<file path="src/rtl/hazard_fwd_ctrl.sv">
// Decode-stage hazard detection and operand forwarding control for a 5-stage pipe.
// Latency: stall/fwd are combinational from decode inputs and tracked slots; state/stall_cnt registered.
// Backpressure: ext_stall freezes all tracking; stall holds PC and IF/ID and bubbles EX.
//
// Ports:
//   clk, rst_n                  clock, async active-low reset
//   id_valid, id_src*_vld/src*  decode instruction and its source operands
//   id_wr, id_dst, id_load      decode instruction's destination and load flag
//   flush                       decode instruction squashed (branch/jump taken)
//   ext_stall                   whole-pipe freeze from the caches
//   cnt_clr                     synchronous clear of stall_cnt
//   stall, fwd1, fwd2           hazard stall and operand source selects
//   state                       00 RUN, 01 HAZ, 10 FROZEN
//   stall_cnt                   saturating count of stall cycles
module hazard_fwd_ctrl #(
    parameter int REG_AW  = 3,
    parameter int FWD_EN  = 1,
    parameter int R0_ZERO = 0,
    parameter int CNT_W   = 16
) (
    input  logic              clk,
    input  logic              rst_n,
    input  logic              id_valid,
    input  logic              id_src1_vld,
    input  logic              id_src2_vld,
    input  logic [REG_AW-1:0] id_src1,
    input  logic [REG_AW-1:0] id_src2,
    input  logic              id_wr,
    input  logic [REG_AW-1:0] id_dst,
    input  logic              id_load,
    input  logic              flush,
    input  logic              ext_stall,
    input  logic              cnt_clr,
    output logic              stall,
    output logic [1:0]        fwd1,
    output logic [1:0]        fwd2,
    output logic [1:0]        state,
    output logic [CNT_W-1:0]  stall_cnt
);

    typedef struct packed {
        logic              vld;
        logic              wr;
        logic              load;
        logic [REG_AW-1:0] dst;
    } slot_t;

    typedef enum logic [1:0] {
        ST_RUN    = 2'b00,
        ST_HAZ    = 2'b01,
        ST_FROZEN = 2'b10
    } state_t;

    localparam logic [CNT_W-1:0] CNT_MAX = {CNT_W{1'b1}};

    slot_t            ex_q, mem_q, wb_q;
    slot_t            id_slot;
    state_t           state_q;
    logic [CNT_W-1:0] cnt_q;

    // Register 0 is excluded from matching when it is hardwired to zero.
    function automatic logic hit(input logic src_vld, input logic [REG_AW-1:0] src,
                                 input slot_t s);
        return src_vld && s.vld && s.wr && (src == s.dst) &&
               !((R0_ZERO != 0) && (src == '0));
    endfunction

    // Youngest producer wins; a load in EX has no result yet, so it is skipped
    // and the load-use stall covers that case.
    function automatic logic [1:0] pick(input logic m_ex, input logic ex_load,
                                        input logic m_mem, input logic m_wb);
        if (m_ex && !ex_load) return 2'b01;
        else if (m_mem)       return 2'b10;
        else if (m_wb)        return 2'b11;
        else                  return 2'b00;
    endfunction

    logic s1_ex, s1_mem, s1_wb, s2_ex, s2_mem, s2_wb;
    logic hazard;

    always_comb begin
        s1_ex  = hit(id_src1_vld, id_src1, ex_q);
        s1_mem = hit(id_src1_vld, id_src1, mem_q);
        s1_wb  = hit(id_src1_vld, id_src1, wb_q);
        s2_ex  = hit(id_src2_vld, id_src2, ex_q);
        s2_mem = hit(id_src2_vld, id_src2, mem_q);
        s2_wb  = hit(id_src2_vld, id_src2, wb_q);

        if (FWD_EN != 0) begin
            hazard = (s1_ex || s2_ex) && ex_q.load;
            fwd1   = pick(s1_ex, ex_q.load, s1_mem, s1_wb);
            fwd2   = pick(s2_ex, ex_q.load, s2_mem, s2_wb);
        end else begin
            hazard = s1_ex || s1_mem || s1_wb || s2_ex || s2_mem || s2_wb;
            fwd1   = 2'b00;
            fwd2   = 2'b00;
        end

        // Flush squashes the decode instruction, so it can never stall.
        stall = id_valid && !flush && hazard;

        id_slot.vld  = id_valid && !stall && !flush;
        id_slot.wr   = id_wr;
        id_slot.load = id_load;
        id_slot.dst  = id_dst;
    end

    // Tracking slots: frozen under ext_stall, otherwise shift EX->MEM->WB.
    always_ff @(posedge clk or negedge rst_n) begin
        if (!rst_n) begin
            ex_q  <= '0;
            mem_q <= '0;
            wb_q  <= '0;
        end else if (!ext_stall) begin
            ex_q  <= id_slot.vld ? id_slot : slot_t'('0);
            mem_q <= ex_q;
            wb_q  <= mem_q;
        end
    end

    always_ff @(posedge clk or negedge rst_n) begin
        if (!rst_n) begin
            state_q <= ST_RUN;
        end else if (ext_stall) begin
            state_q <= ST_FROZEN;
        end else if (stall) begin
            state_q <= ST_HAZ;
        end else begin
            state_q <= ST_RUN;
        end
    end

    always_ff @(posedge clk or negedge rst_n) begin
        if (!rst_n) begin
            cnt_q <= '0;
        end else if (!ext_stall) begin
            if (cnt_clr) begin
                cnt_q <= '0;
            end else if (stall && (cnt_q != CNT_MAX)) begin
                cnt_q <= cnt_q + CNT_W'(1);
            end
        end
    end

    assign state     = state_q;
    assign stall_cnt = cnt_q;

endmodule

</file>
<file path="config.mk">
export PLATFORM = sky130hd
export DESIGN_NAME = hazard_fwd_ctrl
export DESIGN_NICKNAME = d
export VERILOG_FILES = /design/src/rtl/hazard_fwd_ctrl.sv
export SDC_FILE = /design/constraint.sdc
export NUM_CORES = 1
export LEC_CHECK = 0
export ABC_AREA = 1
export ABC_CLOCK_PERIOD_IN_PS = 2250
export CELL_PAD_IN_SITES_DETAIL_PLACEMENT = 1
export CELL_PAD_IN_SITES_GLOBAL_PLACEMENT = 2
export CORE_MARGIN = 5
export CORE_UTILIZATION = 34
export CTS_BUF_LIST = sky130_fd_sc_hd__clkbuf_16
export CTS_CLUSTER_SIZE = 16
export DETAILED_ROUTE_END_ITERATION = 8
export DONT_BUFFER_PORTS = 1
export PLACE_DENSITY = 0.79
export SYNTH_ARGS = -nofsm -noshare
export SYNTH_HDL_FRONTEND = slang
export SYNTH_SLANG_ARGS = --single-unit
</file>
<file path="constraint.sdc">
create_clock -name clk -period 2.25 [get_ports clk]
set_clock_uncertainty 0.2 [all_clocks]
set_input_delay 0.3375 -clock clk [delete_from_list [all_inputs] [get_ports clk]]
set_output_delay 0.3375 -clock clk [all_outputs]
set_load 0.005 [all_outputs]
</file>
=== Word level (Yosys, flattened, before mapping) ===
Index checks and enable logic that the tools add are counted.

* Logic and storage cells: 64
* Input bits: 19
* Output and inout bits: 23
* Register bits after elaboration: 34

* Muxes and demuxes: 11
* Equality and inequality tests: 7
* Bitwise operators: 1
* Reductions and logical operators: 32
* Add/sub/neg operators: 1

{| class="wikitable"
|+ Operator list
! cell !! count
|-
| $mux 16 || 2
|-
| $logic_and 1x1->1 || 26
|-
| $eq 3x3->1 || 6
|-
| $add 16x1->16 const B || 1
|-
| $ne 16x16->1 const B || 1
|-
| $mux 2 || 7
|-
| $mux 6 || 1
|-
| $logic_not 1->1 || 3
|-
| $reduce_and 2->1 || 1
|-
| $reduce_bool 2->1 || 1
|-
| $logic_or 1x1->1 || 1
|-
| $mux 1 || 1
|-
| $not 1->1 || 1
|}

=== Longest topological paths before layout ===
Gate-level depths: netlist of the first run.

* Depth after elaboration: 10
* Mapped depth: 12
* Depth with buffers taken out: 11

=== Worst setup path after synthesis of the first run ===
No wires, ideal clock.

* Path type: reg2reg
* From: register cnt_q[0], in the netlist stall_cnt[0]
* To: register cnt_q[14], in the netlist stall_cnt[14]
* Arrival time: 1.490 ns
* Setup slack: 0.442 ns
* Path buffers: 1
* Cell stages (with the launch flop): 13
* Library setup time: 0.118 ns
* Cells stage by stage: dfrtp_1 ha_1 nand2_1 inv_2 nand2_1 nor2_1 nand2_1 nand4_2 nand2_4 nand2_4 buf_6 nand2_1 nand2_1

* Longest elaborated chain between the ends: 4
* Elaborated cells on any way between the ends: 7

{| class="wikitable"
|+ RTL lines
! what !! line !! source
|-
| start, declared || 59 || <nowiki>logic [CNT_W-1:0] cnt_q;</nowiki>
|-
| start signal, assigned || 140 || <nowiki>cnt_q <= cnt_q + CNT_W'(1);</nowiki>
|-
| parallel branches: the longest is 4 deep, another holds $add 16x1->16 || - ||
|}

Parallel ways; which one is timed is not known. The select of a mux whose other input is x is not followed.
A chain may end at the register's enable or synchronous reset.

=== Worst setup path in the final report of the first run ===
* From: register cnt_q[0], in the netlist stall_cnt[0]
* To: register cnt_q[0], in the netlist stall_cnt[0]

The elaborated chain is that of the path after synthesis.

==> flow_summary.yaml, run 1 <==
yosys:
  ys_ff_latch: 34
  synth_warnings: 0
  syn_avg_cell_area_sq_um: 6.89
  netlist_instances: 302
  synthDistinctLibCells: 27
  syn_nets: 322
  async_flop_share: 1.00
  synth_top_area_cell: "dfrtp_1"
  yosysMostFrequentCell: "nand2_1"
  yosysTopAreaCellShare: 0.409
  synth_common_cells: "nand2_1 (96), nor2_1 (37), dfrtp_1 (34), inv_1 (34), nand3_1 (32)"
  synthFlopType: "dfrtp_1"
  ys_seq_area_frac: 0.409
  synthTopCellsByArea: "dfrtp_1 (41%), nand2_1 (17%), nand3_1 (7.7%)"
  syn-cell-area_sq_um: 2080
  synth_edf_count: 0
layout:
  drive_above_1_share: 0.0647
  fin_nets: 328
  antenna_cells: 0
  layout.cells.non_filler: 384
  fin_util: 0.394
  area_delta_synth_final_pct: 12.1
  fill_cells: 786
  fin_area_sq_um: 2330
placed_design:
  gp_congestion: 0.780
  io_buffers: 0
  dp.cells: 373
  placed_area_sq_um: 2160
  post-place-ws_ns: 0.181
  dp_hpwl_um: 4300
cts:
  cts_resized: 0
  cts_tree: "done"
  cts_hold_buf: 3
  clkLatencyLatePin_ns: 0.27
  cts_sinks: 34
  cts_root_buf: "clkbuf_16"
  clk_pin_slew_worst_paths_ns: 0.05
  post_cts_buffers: 0
  clockBufferDepth: 2
  numCtsBuffers: 5
  htree_levels: 2
timing:
  period_share: 0.914
  worst_slew_pin_slew_ns: 0.587
  slew_headroom: 0.607
  rsz0062_at_grt: "no"
  period_needed_ns: 2.06
  hold_viol_final: 0
  setup_tns_ns: 0
  setup_viol: 0
  timing.hold.ws_ns: 0.00710
  worst_slack_ns: 0.193
  fmax_mhz: 486
  maxSlewViolCount: 0
critical_path:
  rrSetupSlack_ns: 0.19
  crit_path_frequent_cell: "nand2_1"
  crit_path_max_incr_delay_ns: 0.44
  crit_family: "simple AND/OR/NAND/NOR gates"
  critPathMaxFanout: 17
  critPathCaptureType: "flop"
  cp.required_ns: 2.21
  crit_chain: "ha_1 -> nand2_1 -> inv_2 -> nand2_1 -> nor2_1 -> nand2_1 -> nand4_2 -> nand2_4 -> nand2_4 -> nand2_1 -> nand2_1"
  crit_buf_inv: 1
  critPathLaunchType: "flop"
  worst_ep_arrival_time_ns: 2.02
  crit_type: "reg2reg"
  crit_path_top_delay_cell: "dfrtp_1"
pwr:
  ir_drop_mv: 0.426
  total_power_mw: 1.50
  power.leakage_nw: 1.12
  p_per_area_nw_per_um2: 644
outcome:
  run_status: "finished, final reports clean"
global_routing:
  grt_pass1_vias: 2101
  antenna_found_initial: 0
  grt_usage: 0.163
  grt_overflow: 0
  grt_pass1_wl_um: 9780
  grt_max_degree: 35
die:
  start_util: 0.351
  dieArea_sq_um: 7780
  die-height_um: 88.2
  placementRows: 28
  core_area_sq_um: 5920
  io_pins: 42
  die_w_um: 88.2
detailed_routing:
  via_per_inst: 4.98
  drt-pass1-iter-count: 4
  wl_per_cell_um: 14.8
  first_iter_violations: 36
  routed_wl_um: 5680
  drc: 0
  num_vias: 1911
  drtAntennaViolNets: 0
hold_path:
  hold_path_class: "in2reg"
flow_run:
  drv_cap: 0
[power by group]
group | internal [mW] | switching [mW] | leakage (nW)
Sequential | 0.651 | 0.0509 | 0.459
Combinational | 0.0578 | 0.0996 | 0.593
Clock | 0.400 | 0.243 | 0.0724
[kinds of logic (layout without fill, tap and decap cells)]
logic type	Yosys count	count (layout)	synth area share
and+or+nand+nor	184	184	0.379
xor gates and xnor gates	11	11	0.0463
AOI/OAI and AO/OA	26	26	0.0698
adders and majority gates	1	1	0.00601
buffers and inverters	46	53	0.0902
DFF	34	34	0.409
[sequential cells by signal, summed over array words and instances, names as in the netlist]
name / flops
stall_cnt: 16
ex_q: 6
mem_q: 5
wb_q: 5
state: 2
[final cells by class]
cell class                      count  area (sq um)  share of cell area
Multi-Input combinational cell    222          1040               0.447
Sequential cell                    34           851               0.365
Inverter                           39           146              0.0627
Clock buffer                        5           125              0.0536
Tap cell                           75          93.8              0.0402
Timing Repair Buffer                6          62.6              0.0268
Clock inverter                      3          12.5             0.00536
[path summary, 6_finish.rpt]
kind / start / endpoint / cells after the start
hold reg to reg: mem_q[5] / mem_q[5] / 2
max in group asynchronous: rst_n / stall_cnt[6] / 2
setup / recovery: stall_cnt[0] / stall_cnt[0] / 11
hold / removal: id_dst[0] / ex_q[0] / 2
setup reg to reg: stall_cnt[0] / stall_cnt[0] / 11
min in group asynchronous: rst_n / stall_cnt[1] / 2
[metal layers]
layer	share of wire	wire length, um	track usage	up-vias
met3	0.057	324	0.0466	4
met4	0.012	68	0.0481	0
met1	0.40	2280	0.175	904
li1	-	-	-	975
met2	0.53	3010	0.309	28
met5	0	0	0	-
[cells in the final DEF (no fill, tap or decap), types with 5 or more instances in the layout]
cell type	instances
nand2_1	96
nor2_1	37
inv_1	35
dfrtp_1	34
nand3_1	32
o21ai_0	12
xor2_1	8
nor3_1	8
a21oi_1	6
nand4_1	5
o22ai_1	5
clkbuf_16	5
Note: power is estimated with default switching activity, not from simulation.
==> run 2, diff against run 1 <==
- CTS_BUF_LIST: sky130_fd_sc_hd__clkbuf_16 -> unset
- TNS_END_PERCENT: unset -> 5
==> flow_summary.yaml, run 2 (same netlist as run 1, synthesis figures left out) <==
timing:
  rsz0062_at_grt: "no"
  period_needed_ns: 2.06
  fmax_mhz: 486
  setup_tns_ns: 0
  worst_slack_ns: 0.192
  period_share: 0.914
  slew_headroom: 0.611
  setup_viol: 0
  maxSlewViolCount: 0
  hold_viol_final: 0
  worst_slew_pin_slew_ns: 0.581
critical_path:
  crit_type: "reg2reg"
  critPathLaunchType: "flop"
  cp.required_ns: 2.23
  worst_ep_arrival_time_ns: 2.04
  r2r_cells: 11
  critPathCaptureType: "flop"
  critPathMaxFanout: 17
detailed_routing:
  wl_per_cell_um: 14.7
  first_iter_violations: 30
  drc: 0
  drt-pass1-iter-count: 4
  routed_wl_um: 5700
  num_vias: 1929
  via_per_inst: 4.98
  drtAntennaViolNets: 0
placed_design:
  post-place-ws_ns: 0.181
  dp_hpwl_um: 4300
  io_buffers: 0
  gp_congestion: 0.780
  placed_area_sq_um: 2160
outcome:
  run_status: "finished, final reports clean"
die:
  placementRows: 28
  die-height_um: 88.2
  die_w_um: 88.2
  start_util: 0.351
  dieArea_sq_um: 7780
  core_area_sq_um: 5920
  io_pins: 42
cts:
  cts_tree: "done"
  numCtsBuffers: 5
  post_cts_buffers: 0
  cts_sinks: 34
  clockBufferDepth: 2
  clk_pin_slew_worst_paths_ns: 0.07
  cts_root_buf: "clkbuf_8"
  htree_levels: 2
  clkLatencyLatePin_ns: 0.28
global_routing:
  use_met1: 0.175
  grt_pass1_vias: 2116
  use_met2: 0.312
  grt_max_degree: 35
  grt_pass1_wl_um: 9850
  top_usage_layer: "met2"
  use_met3: 0.0466
  antenna_found_initial: 0
  grt_usage: 0.165
  grt_overflow: 0
pwr:
  p_per_area_nw_per_um2: 577
  power.leakage_nw: 1.11
  ir_drop_mv: 0.302
layout:
  seq_area_sq_um: 851
  fill_cells: 786
  antenna_cells: 0
  fin_area_sq_um: 2320
  area_delta_synth_final_pct: 11.4
  largest_reg_flops: 16
  drive_above_1_share: 0.0673
  layout_common_cells: "nand2_1 (96), nor2_1 (37), inv_1 (34), dfrtp_1 (34), nand3_1 (32)"
  fin_nets: 331
  mostFrequentLayoutCell: "nand2_1"
  multi_input_area_sq_um: 1040
hold_path:
  hold_path_class: "in2reg"
  hold_path_depth: 2
flow_run:
  drv_cap: 0
## run 2: changes by cell type in the layout (fill, tap and decap cells not counted), sizes merged
cell,delta
clkbuf,+2
clkinv,-1
dlygate4sd3,+3
inv,-1
## run 2: worst max-delay path: stages, from the launching register on
cell and delay [ns]:
dfrtp_1 0.45, ha_1 0.24, nand2_1 0.13, inv_2 0.05, nand2_1 0.08, nor2_1 0.07, nand2_1 0.09, nand4_2 0.13
nand2_4 0.20, nand2_4 0.17, nand2_1 0.11, nand2_1 0.05
## run 2: metal layers
layer / wire length (um) / share of wire
met2: 2980 / 0.52
met4: 82 / 0.014
met1: 2310 / 0.41
met5: 0 / 0
met3: 334 / 0.059
## run 2: where the power goes
part	switching (mW)	leakage [nW]	internal, mW
Sequential	0.0512	0.459	0.650
Clock	0.227	0.0482	0.247
Combinational	0.100	0.606	0.0612
## run 2: repair_timing
action,4_1_cts,5_1_grt
gates resized for setup,0,0
endpoints found under the hold margin,48,0
hold buffers,6,0
## run 2: layout make-up
type,instances,area share
multi-input combinational,222,0.450
sequential,34,0.367
inverter,39,0.0632
tap,75,0.0405
timing repair buffer,9,0.0400
clock buffer,7,0.0373
clock inverter,1,0.00216
## run 2: per-stage QoR
stage | hold WS (ns) | power [mW] | cells | utilization
floorplan | -0.158 | 0.815 | 302 | -
global placement | -0.157 | 0.849 | 373 | 0.364
detailed placement | -0.157 | 0.853 | 373 | 0.364
CTS | 0.000862 | 1.36 | 387 | 0.391
global route | 0.0229 | 1.42 | 387 | 0.391
finish | 0.00152 | 1.34 | 387 | 0.391
## run 2: worst paths after layout
kind / startpoint / endpoint / slack, ns
max: stall_cnt[0] / stall_cnt[0] / 0.19
max reg2reg: stall_cnt[0] / stall_cnt[0] / 0.19
min: id_load / ex_q[3] / 0.002
min in group asynchronous: rst_n / stall_cnt[5] / 0.30
max in group asynchronous: rst_n / ex_q[5] / 1.36
min reg2reg: mem_q[5] / mem_q[5] / 0.32
